<file path="config.mk">
export PLATFORM = sky130hd
export DESIGN_NAME = fetch_pc_unit
export DESIGN_NICKNAME = d
export VERILOG_FILES = /design/src/rtl/fetch_pc_unit_pkg.sv /design/src/rtl/next_pc_calc.sv /design/src/rtl/fetch_pc_unit.sv
export SDC_FILE = /design/constraint.sdc
export NUM_CORES = 1
export LEC_CHECK = 0
export BUFFER_PORTS_ARGS = -buffer_cell sky130_fd_sc_hd__buf_4
export CORE_MARGIN = 3
export CORE_UTILIZATION = 55
export CTS_CLUSTER_SIZE = 25
export DETAILED_ROUTE_END_ITERATION = 10
export PLACE_DENSITY_LB_ADDON = 0.12
export RECOVER_POWER = 100
export SETUP_SLACK_MARGIN = 0.3
export SYNTH_ARGS = -nofsm -noshare
export SYNTH_HDL_FRONTEND = slang
export SYNTH_SLANG_ARGS = --single-unit
</file>
<file path="constraint.sdc">
create_clock -name clk -period 8.22 [get_ports clk]
set_input_delay 0.822 -clock clk [delete_from_list [all_inputs] [get_ports clk]]
set_output_delay 0.822 -clock clk [all_outputs]
set_load 0.1 [all_outputs]
</file>
<file path="src/rtl/fetch_pc_unit_pkg.sv">
// rtl/fetch_pc_unit_pkg.sv - shared state encoding, opcodes and reset PC for the fetch/next-PC stage
package fetch_pc_unit_pkg;

    typedef enum logic {
        FETCH = 1'b0,
        HOLD  = 1'b1
    } fetch_state_t;

    localparam logic [5:0] OP_J      = 6'b000010;
    localparam logic [5:0] OP_JAL    = 6'b000011;
    localparam logic [5:0] OP_REGIMM = 6'b000001;

    localparam logic [31:0] RESET_PC_DEFAULT = 32'h0000_0000;

endpackage

</file>
<file path="src/rtl/next_pc_calc.sv">
// rtl/next_pc_calc.sv - combinational next-PC resolution for jumps and conditional branches
module next_pc_calc
    import fetch_pc_unit_pkg::*;
(
    input  logic [31:0] pc,
    input  logic [31:0] instr,
    input  logic        branch,
    input  logic        branchNotEqual,
    input  logic        jump,
    input  logic        jumpAndLink,
    input  logic        branchGreaterThanZero,
    input  logic        branchLessThanZero,
    input  logic        branchLessThanEqualToZero,
    input  logic        branchGreaterThanEqualToZero,
    input  logic        alu_zero,
    input  logic [31:0] rs_value,
    output logic [31:0] next_pc,
    output logic        taken
);

    logic [31:0] pc_plus4;
    logic [31:0] br_offset;
    logic [31:0] jump_target;
    logic        rs_neg;
    logic        rs_zero;
    logic        regimm_taken;

    // The opcode field is decoded upstream; only the flags reach this block.
    logic unused_opcode_bits;
    assign unused_opcode_bits = ^instr[31:26];

    // Jump beats any branch; branch flags OR together; fall through to pc+4.
    always_comb begin
        pc_plus4     = pc + 32'd4;
        br_offset    = {{14{instr[15]}}, instr[15:0], 2'b00};
        jump_target  = {pc_plus4[31:28], instr[25:0], 2'b00};
        rs_neg       = rs_value[31];
        rs_zero      = (rs_value == 32'd0);
        // bltz and bgez share REGIMM, so the rt[0] bit picks the sense.
        regimm_taken = (branchLessThanZero | branchGreaterThanEqualToZero)
                     & (instr[16] ? ~rs_neg : rs_neg);
        taken        = (branch & alu_zero)
                     | (branchNotEqual & ~alu_zero)
                     | (branchGreaterThanZero & ~rs_neg & ~rs_zero)
                     | (branchLessThanEqualToZero & (rs_neg | rs_zero))
                     | regimm_taken;
        if (jump | jumpAndLink) begin
            next_pc = jump_target;
        end else if (taken) begin
            next_pc = pc_plus4 + br_offset;
        end else begin
            next_pc = pc_plus4;
        end
    end

endmodule

</file>
<file path="src/rtl/fetch_pc_unit.sv">
// rtl/fetch_pc_unit.sv - PC register, imem req/ack fetch, instruction hold and accept
module fetch_pc_unit
    import fetch_pc_unit_pkg::*;
#(
    parameter logic [31:0] RESET_PC = RESET_PC_DEFAULT,
    parameter int          CNT_W    = 32
) (
    input  logic             clk,
    input  logic             reset,
    output logic             imem_req,
    output logic [31:0]      imem_addr,
    input  logic             imem_ack,
    input  logic [31:0]      imem_rdata,
    output logic [31:0]      instr_out,
    output logic             instr_valid,
    input  logic             decode_ready,
    output logic [31:0]      pc_out,
    input  logic             branch,
    input  logic             branchNotEqual,
    input  logic             jump,
    input  logic             jumpAndLink,
    input  logic             branchGreaterThanZero,
    input  logic             branchLessThanZero,
    input  logic             branchLessThanEqualToZero,
    input  logic             branchGreaterThanEqualToZero,
    input  logic             alu_zero,
    input  logic [31:0]      rs_value,
    output logic             link_we,
    output logic [31:0]      link_addr,
    output logic [CNT_W-1:0] retired
);

    fetch_state_t state;
    fetch_state_t state_nxt;
    logic [31:0]  pc;
    logic [31:0]  next_pc;
    logic         fetch_ack;
    logic         accept;
    // taken is only observed when next_pc_calc is exercised on its own.
    logic         unused_taken;

    // An ack only counts while a request is actually out, so the idle
    // first cycle after reset cannot capture stray data.
    assign fetch_ack = (state == FETCH) && imem_req && imem_ack;
    assign accept    = (state == HOLD) && decode_ready;
    assign imem_addr = pc;
    assign pc_out    = pc;

    next_pc_calc u_next_pc_calc (
        .pc                           (pc),
        .instr                        (instr_out),
        .branch                       (branch),
        .branchNotEqual               (branchNotEqual),
        .jump                         (jump),
        .jumpAndLink                  (jumpAndLink),
        .branchGreaterThanZero        (branchGreaterThanZero),
        .branchLessThanZero           (branchLessThanZero),
        .branchLessThanEqualToZero    (branchLessThanEqualToZero),
        .branchGreaterThanEqualToZero (branchGreaterThanEqualToZero),
        .alu_zero                     (alu_zero),
        .rs_value                     (rs_value),
        .next_pc                      (next_pc),
        .taken                        (unused_taken)
    );

    // State register.
    always_ff @(posedge clk or posedge reset) begin
        if (reset) begin
            state <= FETCH;
        end else begin
            state <= state_nxt;
        end
    end

    // Next state: FETCH until memory acks, HOLD until decode accepts.
    always_comb begin
        state_nxt = state;
        case (state)
            FETCH:   if (fetch_ack) state_nxt = HOLD;
            HOLD:    if (decode_ready) state_nxt = FETCH;
            default: state_nxt = FETCH;
        endcase
    end

    // Datapath: request line, instruction capture, PC update, link pulse, retire count.
    always_ff @(posedge clk or posedge reset) begin
        if (reset) begin
            pc          <= RESET_PC;
            instr_out   <= 32'd0;
            instr_valid <= 1'b0;
            imem_req    <= 1'b0;
            link_we     <= 1'b0;
            link_addr   <= 32'd0;
            retired     <= '0;
        end else begin
            imem_req <= (state_nxt == FETCH);
            link_we  <= accept & jumpAndLink;
            if (fetch_ack) begin
                instr_out   <= imem_rdata;
                instr_valid <= 1'b1;
            end
            if (accept) begin
                pc          <= next_pc;
                retired     <= retired + CNT_W'(1);
                instr_valid <= 1'b0;
                link_addr   <= pc + 32'd4;
            end
        end
    end

endmodule

</file>
==> results of run 1 <==
[flip-flops by register name, indices dropped and copies added (netlist names)]
register	count
instr_out	32
imem_addr	30
instr_valid	1
retired	32
link_addr	30
state	1
imem_req	1
link_we	1
[routing by layer]
layer | global-route usage (%) | up-vias | wire length [um]
li1 | - | 3395 | -
met1 | 40.6 | 3424 | 10200
met2 | 44.7 | 296 | 11000
met3 | 7.29 | 25 | 1850
met4 | 9.59 | 0 | 473
met5 | 0 | - | 0
[per-stage QoR]
step           std cells  util [%]  instance area (um^2)
2_1_floorplan        863         -                  7950
3_3_place_gp        1216      68.5                  9580
3_5_place_dp        1216      68.5                  9580
4_1_cts             1248      72.5                 10100
5_1_grt             1250      68.1                  9520
6_report            1250      68.1                  9520
[cell families (layout without fill, tap and decap cells)]
group	Yosys count	count (layout)	share of synthesized area, %
AOI/OAI and AO/OA	183	183	14.8
and+or+nand+nor	295	295	17.5
DFF	128	128	40.4
other	1	8	0.0473
buffers and inverters	86	291	5.90
muxes	43	43	5.98
adders and majority gates	38	38	6.09
xor gates and xnor gates	84	84	9.28
[critical path, cell delays in order]
cell                         delay (ns)
sky130_fd_sc_hd__clkbuf_4          0.11
sky130_fd_sc_hd__clkinvlp_2        1.61
sky130_fd_sc_hd__clkbuf_1          2.35
[cell type report]
cell class	count	area (um^2)	area share, %
Clock buffer	19	453	4.76
Sequential cell	128	3200	33.6
Timing Repair Buffer	237	1170	12.3
Multi-Input combinational cell	649	4270	44.8
Antenna cell	2	5.00	0.0526
Inverter	22	83.8	0.880
Clock inverter	13	111	1.17
Tap cell	180	225	2.37
[Yosys cell counts, drive strengths merged (5+ instances only)]
cell,n,area [um^2]
nor4,12,81.3
inv,20,75.1
nand3,33,165
nor3,10,60.1
xnor2,51,447
o21a,10,75.1
buf,44,310
nand2,132,498
mux2,35,394
xor2,33,289
a211oi,16,130
and2,5,31.3
a21o,20,150
nand4,16,100
ha,37,463
o22ai,7,43.8
nor2,56,231
a21oi,36,180
o21bai,6,45.0
and4,7,61.3
dfrtp,128,3200
mux2i,8,80.1
o21ai,57,285
and3,10,62.6
clkbuf,20,75.1
o31ai,7,52.6
[worst min path at each step]
| stage | startpoint | end |
|---|---|---|
| 3_3_place_gp | link_addr[11] | link_addr[11] |
| 2_1_floorplan | state | link_we |
| 6_report | retired[31] | retired[31] |
| 4_1_cts | link_addr[12] | link_addr[12] |
| 5_1_grt | link_addr[18] | link_addr[18] |
| 3_5_place_dp | link_addr[12] | link_addr[12] |
==> qor.yml, run 1 <==
status:
  status: "finished, violations left"
  failed_checks: "capacitance limit, slew limit"
timing:
  rsz0062_at_grt: "no"
  worst_slew_margin_rel_pct: -145
  number_of_pins_with_negative_max_slew_slack_in_the_final_report: 295
  finalHoldViolCount: 0
  skew_ns: 0.0106
  fin_setup_tns_ns: 0
  timing_worst_slew_pin_value_ns: 3.68
  clock.fmax_ghz: 0.194
  setup_viol: 0
  finalHoldWorstSlack_ns: 0.475
  worst_slack_ns: 3.07
  period_needed_ns: 5.15
  fin_crit_sh_pct: 62.6
route:
  average_wire_per_cell_in_the_routed_design_um: 18.8
  vias_per_cell: 5.71
  detail-route-antenna-nets: 0
  via_count: 7140
  drt-total-wl_um: 23500
  drt-pass1-iter-count: 5
  remaining_drc_errors: 0
  drtIter0Drc: 482
die:
  die_area_mm2: 0.0159
  top_level_ports: 240
  row_count: 43
  floorplan.initialDensity_pct: 56.7
  die_w_um: 126
  chip_height_um: 126
  core_region_area_mm2: 0.0140
setup_path:
  kind_of_end_point_of_the_critical_path: "async pin"
  reg2reg_setup_slack_ns: 3.67
  crit_end: "instr_out[19]"
  critPathLaunchType: "input port"
  worst_ep_arrival_time_ns: 4.96
  timing.rr.end: "imem_addr[31]"
  rr_worst_depth: 16
  timing_worst_setup_path_type: "in2async"
  crit_path_max_fanout: 67
  worstReg2RegStart: "imem_addr[2]"
  cp_data_required_time_ns: 8.03
  worst_setup_path_startpoint: "reset"
yosys:
  synth_warnings: 0
  synth-seq-area-share_pct: 40.4
  ys.flop_type: "sky130_fd_sc_hd__dfrtp_1"
  synth_area_per_cell_um2: 9.24
  asyncSetResetFlopFracSynth_pct: 100
  synth_seq_cells: 128
  post_synth_instance_area_mm2: 0.00793
  synth-edff-count: 0
  postSynthCellCount: 858
  library_cells_used_by_synthesis: 63
min_path:
  worst_hold_path_type: "reg2reg"
  worst_hold_path_depth: 1
grt:
  antenna_violations_before_repair: 2
  grt_remaining_overflow: 0
  wire_length_of_the_first_global_routing_pass_um: 36500
  gr-usage-all-layers_pct: 29.1
  grt_start_max_net_pins: 88
  grt_pass1_vias: 6634
placement:
  place.detailed.hpwl_um: 17700
  buffer_ports.inserted: 233
  gp_congestion: 0.922
  placement.setup.worst_slack_ns: 4.01
cts:
  cts-htree-levels: 4
  cts_made_buffers: 17
  clkSinkCount: 128
  cts_max_path_buffers: 2
  tritoncts: "built"
  cts.repair.resized: 0
  cts.clk_slew.worst_paths_ns: 0.06
  postCtsHoldBufs: 0
  post_cts.repair.setup_buffers: 0
  clk_root_buffer_cell: "sky130_fd_sc_hd__clkbuf_16"
  clock_latency_on_the_worst_skew_pair_ns: 0.43
finish:
  post_route_cells_drive_above_1_share_pct: 14.4
  num-nets-final: 1170
  area_delta_synth_final_pct: 20.1
  fillers: 1311
  final_cell_mix: "sky130_fd_sc_hd__clkbuf_1 (161), sky130_fd_sc_hd__nand2_1 (130), sky130_fd_sc_hd__dfrtp_1 (128)"
  final_common_cell: "sky130_fd_sc_hd__clkbuf_1"
run:
  max_cap_violations: 5
Power of run 1 is left out: the tool's default activity adds up to more than one toggle a clock period on the data nets, which glitch-free logic cannot reach.
==> run 2, diff against run 1 <==
Settings changed: CORE_UTILIZATION 55 to 47.
Clock period 8.22 ns to 4.52 ns, I/O delays scaled along.
==> run 2 against run 1 <==
The flow still finishes with violations (capacitance limit, slew limit); routed wire length up 4.1%; sequential share of layout area down 0.49 points; hold slack got worse by 0.27 ns; sequential cell count is the same; first-iteration DRC count fell by 13%; clock skew down 0.0017 ns; global-route usage fell by 3.0 points; utilization down 8.0 points; register-to-register slack worse by 3.2 ns.
==> qor.yml, run 2 (synthesis results as in run 1) <==
setup_path:
  critical_path.slowest_cell: "sky130_fd_sc_hd__dfrtp_1"  # was sky130_fd_sc_hd__clkbuf_1
  kind_of_end_point_of_the_critical_path: "flop"  # was async pin
  critical_path.cell_chain: "ha_1, nand2_1, nor3_4, and3_4, nand3_1, xnor2_2, ha_1, o21a_1, o21a_1, o22ai_1, o22ai_1, o41a_1, or3_1, a31oi_1, a41oi_1, xnor2_1"  # was clkbuf_4, clkinvlp_2, clkbuf_1
  worstPathBufferInverterCount: 0  # was 3
  cp_data_required_time_ns: 4.83  # was 8.03 ns
  timing.critical_path.slowest_cell_delay_ns: 0.45  # was 2.35 ns
  crit_path_max_fanout: 6  # was 67
  timing_worst_setup_path_type: "reg2reg"  # was in2async
  worst_ep_arrival_time_ns: 4.41  # was 4.96 ns
  critical-path-top-delay-family: "compound AO/OA/AOI/OAI gates"  # was buffers and inverters
  critPathLaunchType: "flop"  # was input port
cts:
  clk_root_buffer_cell: "sky130_fd_sc_hd__clkbuf_16"  # unchanged
  postCtsHoldBufs: 0  # unchanged
  cts.clk_slew.worst_paths_ns: 0.07  # was 0.06 ns
  cts_made_buffers: 17  # unchanged
  cts-htree-levels: 4  # unchanged
  tritoncts: "built"  # unchanged
  clock_latency_on_the_worst_skew_pair_ns: 0.43  # about the same
  clkSinkCount: 128  # unchanged
  cts_max_path_buffers: 2  # unchanged
die:
  die_w_um: 136  # was 126 um
  floorplan.initialDensity_pct: 49.0  # was 56.7%
  die_area_mm2: 0.0185  # was 0.0159 mm^2
  core_region_area_mm2: 0.0162  # was 0.0140 mm^2
  top_level_ports: 240  # unchanged
  row_count: 46  # was 43
  chip_height_um: 136  # was 126 um
finish:
  final_cell_mix: "sky130_fd_sc_hd__clkbuf_1 (163), sky130_fd_sc_hd__nand2_1 (131), sky130_fd_sc_hd__dfrtp_1 (115)"  # was sky130_fd_sc_hd__clkbuf_1 (161), sky130_fd_sc_hd__nand2_1 (130), sky130_fd_sc_hd__dfrtp_1 (128)
  post_route_cells_drive_above_1_share_pct: 16.6  # was 14.4%
  fillers: 1540  # was 1,311
  final_common_cell: "sky130_fd_sc_hd__clkbuf_1"  # unchanged
  n_antenna_cell: 0  # was 2
  seqCellArea_mm2: 0.00322  # was 0.00320 mm^2
  reg.largest.list: "instr_out (32), retired (32)"  # unchanged
  num-nets-final: 1176  # was 1,170
  postLayoutCellArea_mm2: 0.00971  # was 0.00952 mm^2
  area_delta_synth_final_pct: 22.5  # was 20.1%
  multiInputGateArea_mm2: 0.00432  # was 0.00427 mm^2
grt:
  grt_pass1_vias: 6753  # was 6,634
  antenna_violations_before_repair: 0  # was 2
  grt_start_max_net_pins: 96  # was 88
  grt_remaining_overflow: 0  # unchanged
  gr-usage-all-layers_pct: 26.1  # was 29.1%
  wire_length_of_the_first_global_routing_pass_um: 37400  # was 36,500 um
placement:
  buffer_ports.inserted: 233  # unchanged
  placement.setup.worst_slack_ns: 0.367  # was 4.01 ns
  placed_area_mm2: 0.00969  # was 0.00958 mm^2
  place.detailed.hpwl_um: 18300  # was 17,700 um
  gp_congestion: 0.940  # was 0.922
route:
  vias_per_cell: 5.55  # was 5.71
  detail-route-antenna-nets: 0  # unchanged
  drt-total-wl_um: 24500  # was 23,500 um
  average_wire_per_cell_in_the_routed_design_um: 19.0  # was 18.8 um
  remaining_drc_errors: 0  # unchanged
  via_count: 7157  # was 7,140
  drt-pass1-iter-count: 5  # unchanged
  drtIter0Drc: 417  # was 482
min_path:
  worst_hold_path_type: "in2async"  # was reg2reg
timing:
  clock.fmax_ghz: 0.244
  worst_slack_ns: 0.425  # was 3.07 ns
  fin_setup_tns_ns: 0  # unchanged
  finalHoldWorstSlack_ns: 0.204  # was 0.475 ns
  fin_crit_sh_pct: 90.6
  period_needed_ns: 4.10
  timing_worst_slew_pin_value_ns: 1.99  # was 3.68 ns
  setup_viol: 0  # unchanged
  finalHoldViolCount: 0  # unchanged
  worst_slew_margin_rel_pct: -33.0  # was -145%
  number_of_pins_with_negative_max_slew_slack_in_the_final_report: 109  # was 295
  rsz0062_at_grt: "no"  # unchanged
  skew_ns: 0.00895  # was 0.0106 ns
status:
  failed_checks: "capacitance limit, slew limit"  # unchanged
  status: "finished, violations left"  # unchanged
run:
  max_cap_violations: 3  # was 5
run 2: cell types whose count changed in the layout (fill, tap and decap cells not counted), moves of 3 or more:
cell,change
sky130_fd_sc_hd__buf_4,+4
sky130_fd_sc_hd__clkinv_2,-3
sky130_fd_sc_hd__clkinvlp_4,-4
sky130_fd_sc_hd__dfrtp_1,-13
sky130_fd_sc_hd__dfrtp_2,+13
sky130_fd_sc_hd__inv_6,+4
sky130_fd_sc_hd__inv_8,+3
run 2: per-layer routing:
metal  global-route usage (%)  vias to the layer above  wire length (um)
li1                         -                     3409                 -
met1                     35.6                     3390             10700
met2                     42.3                      325             11500
met3                     5.85                       33              1990
met4                     7.00                        0               363
met5                        0                        -                 0
run 2: area by class of cell:
| class | count | share of cell area [%] |
|---|---|---|
| clock inverters | 15 | 1.79 |
| well taps | 216 | 2.78 |
| repair buffers | 243 | 12.5 |
| clock buffers | 17 | 4.38 |
| inverters | 22 | 0.902 |
| flip-flops and latches | 128 | 33.1 |
| multi-input cells | 649 | 44.5 |
run 2: worst paths after layout:
kind                       slack (ns)  cells after the start            from       endpoint
max                              0.42                     16    imem_addr[2]  imem_addr[31]
min                              0.20                      2           reset   instr_out[2]
max reg2reg                      0.42                     16    imem_addr[2]  imem_addr[31]
min reg2reg                      0.47                      1     retired[31]    retired[31]
max in group asynchronous        1.98                      3           reset  instr_out[24]
min in group clk                 0.25                      2  imem_rdata[19]  instr_out[19]
run 2: metrics by stage:
stage               cells  util (%)
finish               1290      60.0
CTS                  1289      63.6
global route         1290      60.0
floorplan             863         -
detailed placement   1257      59.9
global placement     1257      59.9
run 2: repair_timing:
action                                  CTS  global route
resized for setup                         0            11
endpoints found under the setup margin    0             2
setup buffers                             0             1
Power of run 2 is left out for the same reason.
